$ cat src/rtl/codec_i2s_intf.sv
// CS4272 serial audio interface: derives MCLK/SCLK/LRCLK from one free-running
// counter, deserializes I2S ADC data and serializes DAC samples onto SDin.
module codec_i2s_intf #(
  parameter int STARTUP_FRAMES = 2
) (
  input  logic               clk,
  input  logic               rst_n,
  input  logic signed [15:0] lft_out,
  input  logic signed [15:0] rht_out,
  input  logic               SDout,
  output logic               MCLK,
  output logic               SCLK,
  output logic               LRCLK,
  output logic               SDin,
  output logic               RSTn,
  output logic signed [15:0] lft_in,
  output logic signed [15:0] rht_in,
  output logic               vld
);

  localparam logic [1:0] START_LIM = 2'(STARTUP_FRAMES);

  logic [9:0]         cnt_r;
  logic [15:0]        lft_sh_r;
  logic [15:0]        rht_sh_r;
  logic [15:0]        lft_tx_r;
  logic [15:0]        rht_tx_r;
  logic [1:0]         start_cnt_r;
  logic               sdin_r;
  logic               rstn_r;
  logic               vld_r;
  logic signed [15:0] lft_in_r;
  logic signed [15:0] rht_in_r;

  logic               frame_end_s;
  logic [4:0]         slot_k_s;
  logic               rx_shift_s;
  logic [5:0]         nxt_hi_s;
  logic [15:0]        tx_word_s;
  logic               tx_bit_s;

  // Frame/slot decode and next DAC bit; nxt_hi_s is (cnt+1)[9:4] when the low nibble is 0xF
  always_comb begin
    frame_end_s = (cnt_r == 10'h3FF);
    slot_k_s    = cnt_r[8:4];
    rx_shift_s  = (cnt_r[3:0] == 4'h7) && (slot_k_s >= 5'd1) && (slot_k_s <= 5'd16);
    nxt_hi_s    = cnt_r[9:4] + 6'd1;
    tx_word_s   = nxt_hi_s[5] ? rht_tx_r : lft_tx_r;
    if ((nxt_hi_s[4:0] >= 5'd1) && (nxt_hi_s[4:0] <= 5'd16)) begin
      tx_bit_s = tx_word_s[4'(5'd16 - nxt_hi_s[4:0])];
    end else begin
      tx_bit_s = 1'b0;
    end
  end

  // Timebase and codec reset release
  always_ff @(posedge clk or negedge rst_n) begin
    if (!rst_n) begin
      cnt_r  <= 10'd0;
      rstn_r <= 1'b0;
    end else begin
      cnt_r  <= cnt_r + 10'd1;
      rstn_r <= 1'b1;
    end
  end

  // ADC deserializer, sampled one clk before SCLK rises
  always_ff @(posedge clk or negedge rst_n) begin
    if (!rst_n) begin
      lft_sh_r <= 16'd0;
      rht_sh_r <= 16'd0;
    end else if (rx_shift_s) begin
      if (cnt_r[9]) begin
        rht_sh_r <= {rht_sh_r[14:0], SDout};
      end else begin
        lft_sh_r <= {lft_sh_r[14:0], SDout};
      end
    end else begin
      lft_sh_r <= lft_sh_r;
      rht_sh_r <= rht_sh_r;
    end
  end

  // Frame boundary: publish received samples, latch DAC samples, startup suppression
  always_ff @(posedge clk or negedge rst_n) begin
    if (!rst_n) begin
      lft_in_r    <= 16'sd0;
      rht_in_r    <= 16'sd0;
      lft_tx_r    <= 16'd0;
      rht_tx_r    <= 16'd0;
      start_cnt_r <= 2'd0;
      vld_r       <= 1'b0;
    end else if (frame_end_s) begin
      lft_tx_r <= lft_out;
      rht_tx_r <= rht_out;
      if (start_cnt_r == START_LIM) begin
        lft_in_r <= lft_sh_r;
        rht_in_r <= rht_sh_r;
        vld_r    <= 1'b1;
      end else begin
        start_cnt_r <= start_cnt_r + 2'd1;
        vld_r       <= 1'b0;
      end
    end else begin
      vld_r <= 1'b0;
    end
  end

  // DAC serializer, updated as SCLK falls
  always_ff @(posedge clk or negedge rst_n) begin
    if (!rst_n) begin
      sdin_r <= 1'b0;
    end else if (cnt_r[3:0] == 4'hF) begin
      sdin_r <= tx_bit_s;
    end else begin
      sdin_r <= sdin_r;
    end
  end

  assign MCLK   = cnt_r[1];
  assign SCLK   = cnt_r[3];
  assign LRCLK  = cnt_r[9];
  assign SDin   = sdin_r;
  assign RSTn   = rstn_r;
  assign lft_in = lft_in_r;
  assign rht_in = rht_in_r;
  assign vld    = vld_r;

endmodule

$ cat config.mk
export PLATFORM = sky130hd
export DESIGN_NAME = codec_i2s_intf
export DESIGN_NICKNAME = d
export VERILOG_FILES = /design/src/rtl/codec_i2s_intf.sv
export SDC_FILE = /design/constraint.sdc
export NUM_CORES = 1
export LEC_CHECK = 0
export ABC_AREA = 1
export CAP_MARGIN = 20
export CORE_AREA = 2 2 121 123
export CTS_BUF_LIST = sky130_fd_sc_hd__clkbuf_2 sky130_fd_sc_hd__clkbuf_4 sky130_fd_sc_hd__clkbuf_8
export CTS_CLUSTER_SIZE = 20
export DETAILED_ROUTE_END_ITERATION = 7
export DIE_AREA = 0 0 123 125
export SLEW_MARGIN = 10
export SYNTH_ARGS = -nofsm -noshare
export SYNTH_HDL_FRONTEND = slang
export SYNTH_SLANG_ARGS = --single-unit
$ cat constraint.sdc
create_clock -name clk -period 3.45 [get_ports clk]
set_clock_uncertainty 0.15 [all_clocks]
set_input_delay 0.5175 -clock clk [delete_from_list [all_inputs] [get_ports clk]]
set_output_delay 0.5175 -clock clk [all_outputs]
set_load 0.1 [all_outputs]
==> results.md, run 1 <==
* # port buffers at 72
* Synth Area in XOR/XNOR at 1.80%
* Layout fillers at 1451
* Busiest grt layer: met2
* Ordered cell list for the critical path: inv_1 > ha_1 > nor2_1 > o21ai_0 > nor2_1 > inv_1 > o31ai_1 > nor2_1 > nand3_1 > nand2_1
* CTS tree: yes
* Crit path time final at 2880 ps
* Sequential area share after synthesis at 57.2%
* Worst slew pin tran at 975 ps
* Type of the worst setup path: reg -> reg
* Most frequent cell after synthesis: nand2_1
* Reg area at 2780 um2
* First-pass GRT wire length at 17500 um
* Worst min-delay path class: in -> async
* Vias per cell at 4.46
* Tcrit/Tclk final at 83.4%
* Post-route setup TNS at 0 ps
* Syn-to-layout area delta at 21.8%
* Global route overflow at 0
* RSZ-0062 raised after global routing: false
* Synth top area share at 57.2%
* Cells after Synth at 548
* DIE HEIGHT at 125 um
* Worst EP arrival at 3010 ps
* Worst reg-to-reg setup slack at 570 ps
* Syn Area/Cell at 8.86 um2
* Compound-Gate Fraction of Synth Area at 10.8%
* Slowest cell on crit path: dfrtp_1
* Via Count at 3586
* GR Layer Usage met2 at 24.1%
* Placed wire-length estimate at 6960 um
* Layout cells sized above 1 at 10.5%
* Initial Utilization at 34.2%
* Slew headroom at 34.8%
* Drt pass-1 iters at 6
* Layout Cells excl Fill at 804
* Clock slew at reported path FFs at 100 ps
* H-tree levels at 3
* Main combinational cell family by area after synthesis: simple AND/OR/NAND/NOR gates
* All-Layer GR Usage at 14.5%
* Grt met1 use at 18.2%
* Core area at 14200 um2
* Crit-path max cell delay at 710 ps
* Static Leakage at 2.73 nW
* Post-CTS setup buffer count at 0
* Simple-Gate Fraction of Synth Area at 21.6%
* Post-synthesis adder-cell area fraction at 1.29%
* CTS buffer count at 9
* Clock Path Buffers at 2
* Remaining DRCs at 0
* Crit. End Element: flop
* Sink Count at 111
* Row count at 44
* FFs w/ async S/R, synth at 100%
* NumNets Final at 655
* Post-route cell area at 5910 um2
* Die Span X at 123 um
* M3 GR Usage at 4.01%
* Die area at 15400 um2
* Inst Count DP at 788
* Slew Limit Fails at 0
* Post-synth net total at 588
* Status: finished, final reports clean
* Endpoints failing setup at 0
* Routed WL at 10200 um
* Fmax at 0.347 GHz
* Pin count of the biggest net entering global routing at 63
* Top post-synthesis cells by count: 210 x nand2_1, 111 x dfrtp_1, 53 x inv_1, 41 x o21ai_0, 28 x o21ai_2
* Unique masters post-synth at 25
* Post-Syn Area at 4850 um2
* CP bufs+invs at 2
* Routed len/inst at 12.7 um
* Hold-fix buffers at CTS at 0
* Worst EP required at 3580 ps
* CP delay by family, top: simple AND/OR/NAND/NOR gates
* Number of max-cap violations at 0
* Drt initial violations at 219
* Worst-path maximum fanout at 16
* GP Congestion at 0.825
* DP Area at 5710 um2
* Top-Level Pins at 73
* Hold Violations, Final at 0
* Ant. Diodes at 0
* Synth Flop Type: dfrtp_1
* Synth area leader: dfrtp_1
* Power per cell area at 369 nW/um2
* CTS root buf: clkbuf_8
* Top post-synthesis cells by area: dfrtp_1 57%, nand2_1 16%, o21ai_2 5.1%
* Synth warn at 0
* Fin Hold WS at 28.1 ps
* Crit path launch type: flop
* Number of synthesized flops with an enable pin at 0
* Vias in the first global route at 3599
* Mux cell area share after synthesis at 0%
* Post-CTS sizing at 0
* #FFs+latches synth at 111
* CP most frequent cell: nor2_1
* Initial antenna violation count at 1
* Antenna violation net count after detailed routing at 0
* Peak supply drop at 0.000402 V
* Clk_lat worst skew at 390 ps
* Multi-input gate area at 1720 um2
[placed cells by master (no fill, tap or decap), types with 2 or more instances in the layout]
cell / n
dfrtp_1: 111
buf_4: 10
ha_1: 5
inv_8: 2
o21ai_0: 41
inv_2: 6
nor3_1: 2
xor2_1: 10
a21oi_1: 6
clkbuf_8: 9
clkinv_2: 2
nand2_1: 210
nand3_1: 25
o21ai_2: 28
inv_1: 53
clkdlybuf4s50_1: 66
nor2_1: 18
o21ai_1: 3
nor3_4: 2
[metal layers]
layer,up-vias,routed length (um)
li1,1840,-
met2,61,5070
met3,11,430
met5,-,0
met1,1674,4630
met4,0,109
[flip-flops by register name, indices dropped and copies added, names as in the netlist]
signal and flops:
lft_in 16, SDin 1, cnt_r 10, rht_tx_r 16, lft_tx_r 16, rht_in 16
rht_sh_r 16, RSTn 1, start_cnt_r 2, vld 1, lft_sh_r 16
[per-stage QoR]
step / setup WS (ps) / utilization (%) / power, W
5_1_grt: 325 / 41.6 / 0.00229
3_3_place_gp: 669 / 40.2 / 0.00140
3_5_place_dp: 583 / 40.2 / 0.00141
2_1_floorplan: 785 / - / 0.00133
6_report: 571 / 41.6 / 0.00218
4_1_cts: 561 / 41.6 / 0.00223
[layout make-up]
cell class / instances / share of cell area, %
Sequential cell: 111 / 47.0
Multi-Input combinational cell: 357 / 29.1
Timing Repair Buffer: 77 / 12.8
Tap cell: 184 / 3.90
Inverter: 59 / 3.75
Clock buffer: 9 / 2.10
Clock inverter: 7 / 1.33
[worst paths after layout]
kind | startpoint | end | cells after the start
max | cnt_r[4] | SDin | 10
min | rst_n | lft_in[11] | 1
min in group clk | cnt_r[0] | cnt_r[0] | 1
max reg2reg | cnt_r[4] | SDin | 10
min reg2reg | cnt_r[0] | cnt_r[0] | 1
max in group asynchronous | rst_n | cnt_r[4] | 2
[logic make-up after synthesis]
| group | count (synthesis) |
|---|---|
| simple gates | 260 |
| other cells | 1 |
| flops | 111 |
| xor+xnor | 10 |
| buf+inv | 80 |
| compound gates | 81 |
| fa+ha+maj | 5 |
[power breakdown]
group	switching (W)	internal [W]	total (W)
sequential	0.000000778	0.00130	0.00130
clock	0.000463	0.000345	0.000807
combinational	0.0000370	0.0000370	0.0000740
total	0.000500	0.00168	0.00218
Power figures use the tool's default switching activity.
==> inputs of run 2 (changes only) <==
==> constraint.sdc (replaced) <==
create_clock -name clk -period 2.85 [get_ports clk]
set_clock_uncertainty 0.15 [all_clocks]
set_input_delay 0.4275 -clock clk [delete_from_list [all_inputs] [get_ports clk]]
set_output_delay 0.4275 -clock clk [all_outputs]
set_load 0.1 [all_outputs]
==> results.md, run 2 (same netlist as run 1, synthesis figures left out) <==
* Status: finished, final reports clean (unchanged)
* Pre-CTS setup slack at 252 ps (was 583 ps)
* Core Util, Final at 41.3% (was 41.6%)
* Static Leakage at 2.82 nW (was 2.73 nW)
* H-tree levels at 3 (unchanged)
* Switching share of total power at 22.9% (about the same)
* Top-Level Pins at 73 (unchanged)
* Final Worst Setup Slack at 321 ps (was 571 ps)
* First-pass GRT wire length at 17600 um (was 17500 um)
* Layout fillers at 1459 (was 1451)
* Drt pass-1 iters at 4 (was 6)
* Tcrit/Tclk final at 88.7% (was 83.4%)
* Ant. Diodes at 0 (unchanged)
* All-Layer GR Usage at 14.6% (was 14.5%)
* Min-delay src: start_cnt_r[0]
* Layout cells sized above 1 at 16.1% (was 10.5%)
* GP Congestion at 0.819 (was 0.825)
* Type of the worst setup path: reg -> reg (unchanged)
* Reg power frac at 59.2% (was 59.7%)
* Crit. End Element: flop (unchanged)
* Routed WL at 10300 um (was 10200 um)
* # port buffers at 72 (unchanged)
* Vias per cell at 4.49 (was 4.46)
* Drt initial violations at 190 (was 219)
* Remaining DRCs at 0 (unchanged)
* DIE HEIGHT at 125 um (unchanged)
* Clk_lat worst skew at 380 ps (was 390 ps)
* Initial antenna violation count at 0 (was 1)
* Peak supply drop at 0.000262 V (was 0.000402 V)
* Slowest cell on crit path: nor2_1 (was dfrtp_1)
* Combinational group share of total power at 3.4% (about the same)
* Initial Utilization at 34.2% (unchanged)
* Syn-to-layout area delta at 20.8% (was 21.8%)
* Pin count of the biggest net entering global routing at 63 (unchanged)
* Die Span X at 123 um (unchanged)
* Global route overflow at 0 (unchanged)
* Most common cell after layout, fill and taps aside: nand2_1 (unchanged)
* Crit path launch type: flop (unchanged)
* Routed len/inst at 12.8 um (was 12.7 um)
* Worst EP required at 2970 ps (was 3580 ps)
* Hold Violations, Final at 0 (unchanged)
* Die area at 15400 um2 (unchanged)
* Worst slew pin tran at 600 ps (was 975 ps)
* CTS root buf: clkbuf_8 (unchanged)
* Row count at 44 (unchanged)
* Clock slew at reported path FFs at 110 ps (was 100 ps)
* Slew headroom at 60.0% (was 34.8%)
* RSZ-0062 raised after global routing: false (unchanged)
* CP most frequent cell: nor2_1 (unchanged)
* Via Count at 3625 (was 3586)
* CTS buffer count at 9 (unchanged)
* Endpoints failing setup at 0 (unchanged)
* Vias in the first global route at 3610 (was 3599)
* Slew Limit Fails at 0 (unchanged)
* Post-CTS setup buffer count at 0 (unchanged)
* Clk pwr share at 37.4% (was 37.0%)
* Fmax at 0.395 GHz (was 0.347 GHz)
* Sw power at 0.000609 W (was 0.000500 W)
* Commonest cells after routing, fill and taps aside: 210 x nand2_1, 111 x dfrtp_1, 53 x inv_1, 44 x buf_4, 41 x o21ai_0 (was 210 x nand2_1, 111 x dfrtp_1, 66 x clkdlybuf4s50_1, 53 x inv_1, 41 x o21ai_0)
* Antenna violation net count after detailed routing at 0 (unchanged)
* Post-route setup TNS at 0 ps (unchanged)
* Sink Count at 111 (unchanged)
* Worst-path maximum fanout at 15 (was 16)
* Total power at 0.00266 W (was 0.00218 W)
* Clock Path Buffers at 2 (unchanged)
* Crit-path max cell delay at 390 ps (was 710 ps)
* Placed wire-length estimate at 7120 um (was 6960 um)
* Power per cell area at 455 nW/um2 (was 369 nW/um2)
* Critical R2R Launch: cnt_r[4] (unchanged)
* NumNets Final at 658 (was 655)
* Int Power at 0.00205 W (was 0.00168 W)
* Ordered cell list for the critical path: buf_4 > inv_1 > ha_1 > nor2_1 > o21ai_0 > nor2_1 > inv_1 > o31ai_1 > nor2_1 > nand3_1 > nand2_1 (was inv_1 > ha_1 > nor2_1 > o21ai_0 > nor2_1 > inv_1 > o31ai_1 > nor2_1 > nand3_1 > nand2_1)
* Worst EP arrival at 2650 ps (was 3010 ps)
* CP bufs+invs at 3 (was 2)
* Core area at 14200 um2 (unchanged)
* CTS tree: yes (unchanged)
* Number of max-cap violations at 0 (unchanged)
* Worst min-delay path class: reg -> reg (was in -> async)
* CP delay by family, top: simple AND/OR/NAND/NOR gates (unchanged)
* Critical path startpoint: cnt_r[4] (unchanged)
* Crit path time final at 2530 ps (was 2880 ps)
==> run 2: path summary, 6_finish.rpt <==
kind                                  endpoint  slack (ps)  cells past startpoint
min in group asynchronous           lft_in[11]         420                      2
worst min-delay path            start_cnt_r[0]         330                      1
worst max register to register            SDin         320                     11
worst min register to register  start_cnt_r[0]         330                      1
worst max-delay path                      SDin         320                     11
max in group asynchronous          lft_tx_r[4]        1440                      3
==> run 2: stage by stage <==
stage / hold WS (ps) / instances / instance area (um2)
2_1_floorplan: -18.1 / 548 / 4850
3_3_place_gp: 304 / 790 / 5640
3_5_place_dp: 309 / 790 / 5640
4_1_cts: 332 / 807 / 5860
5_1_grt: 345 / 807 / 5860
6_report: 329 / 807 / 5860
==> run 2: final cells by class <==
cell class | instances | area (um2) | share of cell area (%)
clock buffer | 10 | 131 | 2.24
clock inverter | 6 | 75.1 | 1.28
inverter | 59 | 221 | 3.78
timing repair buffer | 80 | 702 | 12.0
tap | 184 | 230 | 3.93
multi-input combinational | 357 | 1720 | 29.4
sequential | 111 | 2780 | 47.4
==> run 2: what timing repair did <==
action / in CTS / in global routing
resized for setup: 0 / 1
endpoints found under the hold margin: 41 / 0
setup endpoints to repair: 0 / 8
hold buffers: 1 / 0
==> run 2: power by group through the flow <==
stage / combinational [W] / sequential [W] / clock [W]
floorplan: 0.00000241 / 0.00161 / 0
global placement: 0.0000924 / 0.00161 / 0
detailed placement: 0.0000933 / 0.00161 / 0
CTS: 0.0000951 / 0.00158 / 0.00104
global route: 0.000103 / 0.00158 / 0.00110
finish: 0.0000916 / 0.00158 / 0.000996
==> run 2: layer usage <==
layer	routed length, um	GRT usage [%]	part of all wire, %	vias up
li1	-	-	-	1840
met1	4680	18.7	45	1710
met2	4970	23.5	48	64
met3	524	4.56	5.1	11
met4	164	4.68	1.6	0
met5	0	0	0	-
==> inputs of run 3 (changes only) <==
--- a/config.mk
+++ b/config.mk
@@ -7,11 +7,14 @@
 export LEC_CHECK = 0
 export ABC_AREA = 1
 export CAP_MARGIN = 20
+export CELL_PAD_IN_SITES_DETAIL_PLACEMENT = 1
+export CELL_PAD_IN_SITES_GLOBAL_PLACEMENT = 1
 export CORE_AREA = 2 2 121 123
 export CTS_BUF_LIST = sky130_fd_sc_hd__clkbuf_2 sky130_fd_sc_hd__clkbuf_4 sky130_fd_sc_hd__clkbuf_8
 export CTS_CLUSTER_SIZE = 20
 export DETAILED_ROUTE_END_ITERATION = 7
 export DIE_AREA = 0 0 123 125
+export PLACE_DENSITY_LB_ADDON = 0.1
 export SLEW_MARGIN = 10
 export SYNTH_ARGS = -nofsm -noshare
 export SYNTH_HDL_FRONTEND = slang
==> results.md, run 3 (same netlist as run 1, synthesis figures left out) <==
* Worst reg-to-reg setup slack at 300 ps (was 320 ps)
* Worst slew pin tran at 573 ps (was 600 ps)
* Worst-path maximum fanout at 11 (was 15)
* Core area at 14200 um2 (unchanged)
* Worst Setup EP: SDin (unchanged)
* Fmax at 0.392 GHz (was 0.395 GHz)
* Post-CTS sizing at 0 (unchanged)
* Routed len/inst at 14.2 um (was 12.8 um)
* Layout fillers at 1678 (was 1459)
* Ant. Diodes at 0 (unchanged)
* RSZ-0062 raised after global routing: false (unchanged)
* Endpoints failing setup at 0 (unchanged)
* Initial antenna violation count at 0 (unchanged)
* All-Layer GR Usage at 16.5% (was 14.6%)
* Critical path startpoint: cnt_r[4] (unchanged)
* R2R Path End: SDin (unchanged)
* First-pass GRT wire length at 19800 um (was 17600 um)
* Commonest cells after routing, fill and taps aside: 210 x nand2_1, 111 x dfrtp_1, 53 x inv_1, 46 x buf_4, 41 x o21ai_0 (was 210 x nand2_1, 111 x dfrtp_1, 53 x inv_1, 44 x buf_4, 41 x o21ai_0)
* Vias in the first global route at 3935 (was 3610)
* Clk_lat worst skew at 380 ps (about the same)
* Pin count of the biggest net entering global routing at 37 (was 63)
* Type of the worst setup path: reg -> reg (unchanged)
* Tcrit/Tclk final at 89.4% (was 88.7%)
* Crit path time final at 2550 ps (was 2530 ps)
* Number of max-cap violations at 0 (unchanged)
* Crit. End Element: flop (unchanged)
* Antenna violation net count after detailed routing at 0 (unchanged)
* CTS tree: yes (unchanged)
* CP bufs+invs at 3 (unchanged)
* DIE HEIGHT at 125 um (unchanged)
* CTS root buf: clkbuf_8 (unchanged)
* Remaining DRCs at 0 (unchanged)
* Die Span X at 123 um (unchanged)
* Most common cell after layout, fill and taps aside: nand2_1 (unchanged)
* Sink Count at 111 (unchanged)
* Layout cells sized above 1 at 16.1% (unchanged)
* Post-CTS setup buffer count at 0 (unchanged)
* Reg2reg path depth at 11 (unchanged)
* Crit path launch type: flop (unchanged)
* Routed WL at 11400 um (was 10300 um)
* CP most frequent cell: nor2_1 (unchanged)
* Global route overflow at 0 (unchanged)
* NumNets Final at 660 (was 658)
* # port buffers at 72 (unchanged)
* Clock Path Buffers at 2 (unchanged)
* Peak supply drop at 0.000345 V (was 0.000262 V)
* Power per cell area at 432 nW/um2 (was 455 nW/um2)
* CP delay by family, top: simple AND/OR/NAND/NOR gates (unchanged)
* Worst EP arrival at 2670 ps (was 2650 ps)
* Worst min-delay path class: reg -> reg (unchanged)
* Critical R2R Launch: cnt_r[4] (unchanged)
* Ordered cell list for the critical path: buf_4 > inv_1 > ha_1 > nor2_1 > o21ai_0 > nor2_1 > inv_1 > o31ai_1 > nor2_1 > nand3_1 > nand2_1 (unchanged)
* Fin Hold WS at 324 ps (was 329 ps)
* Slew headroom at 61.7% (was 60.0%)
* Placed wire-length estimate at 8210 um (was 7120 um)
* Status: finished, final reports clean (unchanged)
* Initial Utilization at 34.2% (unchanged)
* Via Count at 3697 (was 3625)
* Syn-to-layout area delta at 20.4% (was 20.8%)
* Hold Violations, Final at 0 (unchanged)
* Worst EP required at 2980 ps (was 2970 ps)
* Drt initial violations at 156 (was 190)
* Top-Level Pins at 73 (unchanged)
* Vias per cell at 4.58 (was 4.49)
* Slew Limit Fails at 0 (unchanged)
* Clock slew at reported path FFs at 100 ps (was 110 ps)
* Static Leakage at 2.81 nW (was 2.82 nW)
* GP Congestion at 0.831 (was 0.819)
* CTS buffer count at 9 (unchanged)
* H-tree levels at 3 (unchanged)
* Slowest cell on crit path: dfrtp_1 (was nor2_1)
* Crit-path max cell delay at 460 ps (was 390 ps)
* Die area at 15400 um2 (unchanged)
* WP depth at 11 (unchanged)
* Post-route setup TNS at 0 ps (unchanged)
* Row count at 44 (unchanged)
* Drt pass-1 iters at 4 (unchanged)
==> run 3: changes by cell type in the layout (fill, tap and decap cells not counted), sizes merged <==
cell / change
bufinv: -1
buf: +2
inv: -2
clkinvlp: +1
==> run 3: how the worst min path moves through the flow <==
stage,start,end,slack (ps),depth (start not counted)
3_5_place_dp,rst_n,lft_tx_r[11],260,1
2_1_floorplan,rst_n,RSTn,-20,0
3_3_place_gp,rst_n,lft_tx_r[11],260,1
4_1_cts,start_cnt_r[0],start_cnt_r[0],330,1
6_report,start_cnt_r[0],start_cnt_r[0],320,1
5_1_grt,start_cnt_r[0],start_cnt_r[0],360,1
==> run 3: worst register-to-register path: cells and delay by family, from the launching register on <==
family	cells	cell delay, ps
AND/OR/NAND/NOR	5	740
flip-flops	1	460
AO/OA/AOI/OAI	2	400
buffers and inverters	3	390
adder cells (fa/ha/maj)	1	320
==> run 3: stage by stage <==
| step | std cells | worst slack (ps) | util (%) | area (um2) | total power [W] |
|---|---|---|---|---|---|
| floorplan | 548 | 185 | - | 4850 | 0.00162 |
| global placement | 792 | 456 | 39.9 | 5670 | 0.00170 |
| detailed placement | 792 | 308 | 39.9 | 5670 | 0.00170 |
| CTS | 807 | 292 | 41.1 | 5840 | 0.00258 |
| global route | 807 | 13.2 | 41.1 | 5840 | 0.00264 |
| finish | 807 | 301 | 41.1 | 5840 | 0.00252 |
==> run 3: what timing repair did <==
item | CTS | global route
endpoints found under the hold margin | 28 | 0
hold buffers | 1 | 0
endpoints found under the setup margin | 0 | 0
==> run 3: final cells by class <==
| class | count | area (um2) | share of cell area (%) |
|---|---|---|---|
| Clock buffer | 10 | 131 | 2.25 |
| Sequential cell | 111 | 2780 | 47.5 |
| Tap cell | 184 | 230 | 3.94 |
| Multi-Input combinational cell | 357 | 1720 | 29.5 |
| Clock inverter | 4 | 33.8 | 0.578 |
| Inverter | 59 | 221 | 3.79 |
| Timing Repair Buffer | 82 | 726 | 12.4 |
==> run 3: per-layer routing <==
metal	part of all wire, %	GRT usage, %	routed length, um
met5	0	0	0
met2	50	27.4	5690
met3	3.5	3.88	398
met4	1.6	5.21	180
met1	45	21.3	5170
==> run 3: power by group <==
part | internal, W | leakage (nW) | switching [W]
registers | 0.00158 | 1.35 | 0.00000101
logic | 0.0000472 | 1.38 | 0.0000468
clock network | 0.000325 | 0.0822 | 0.000527
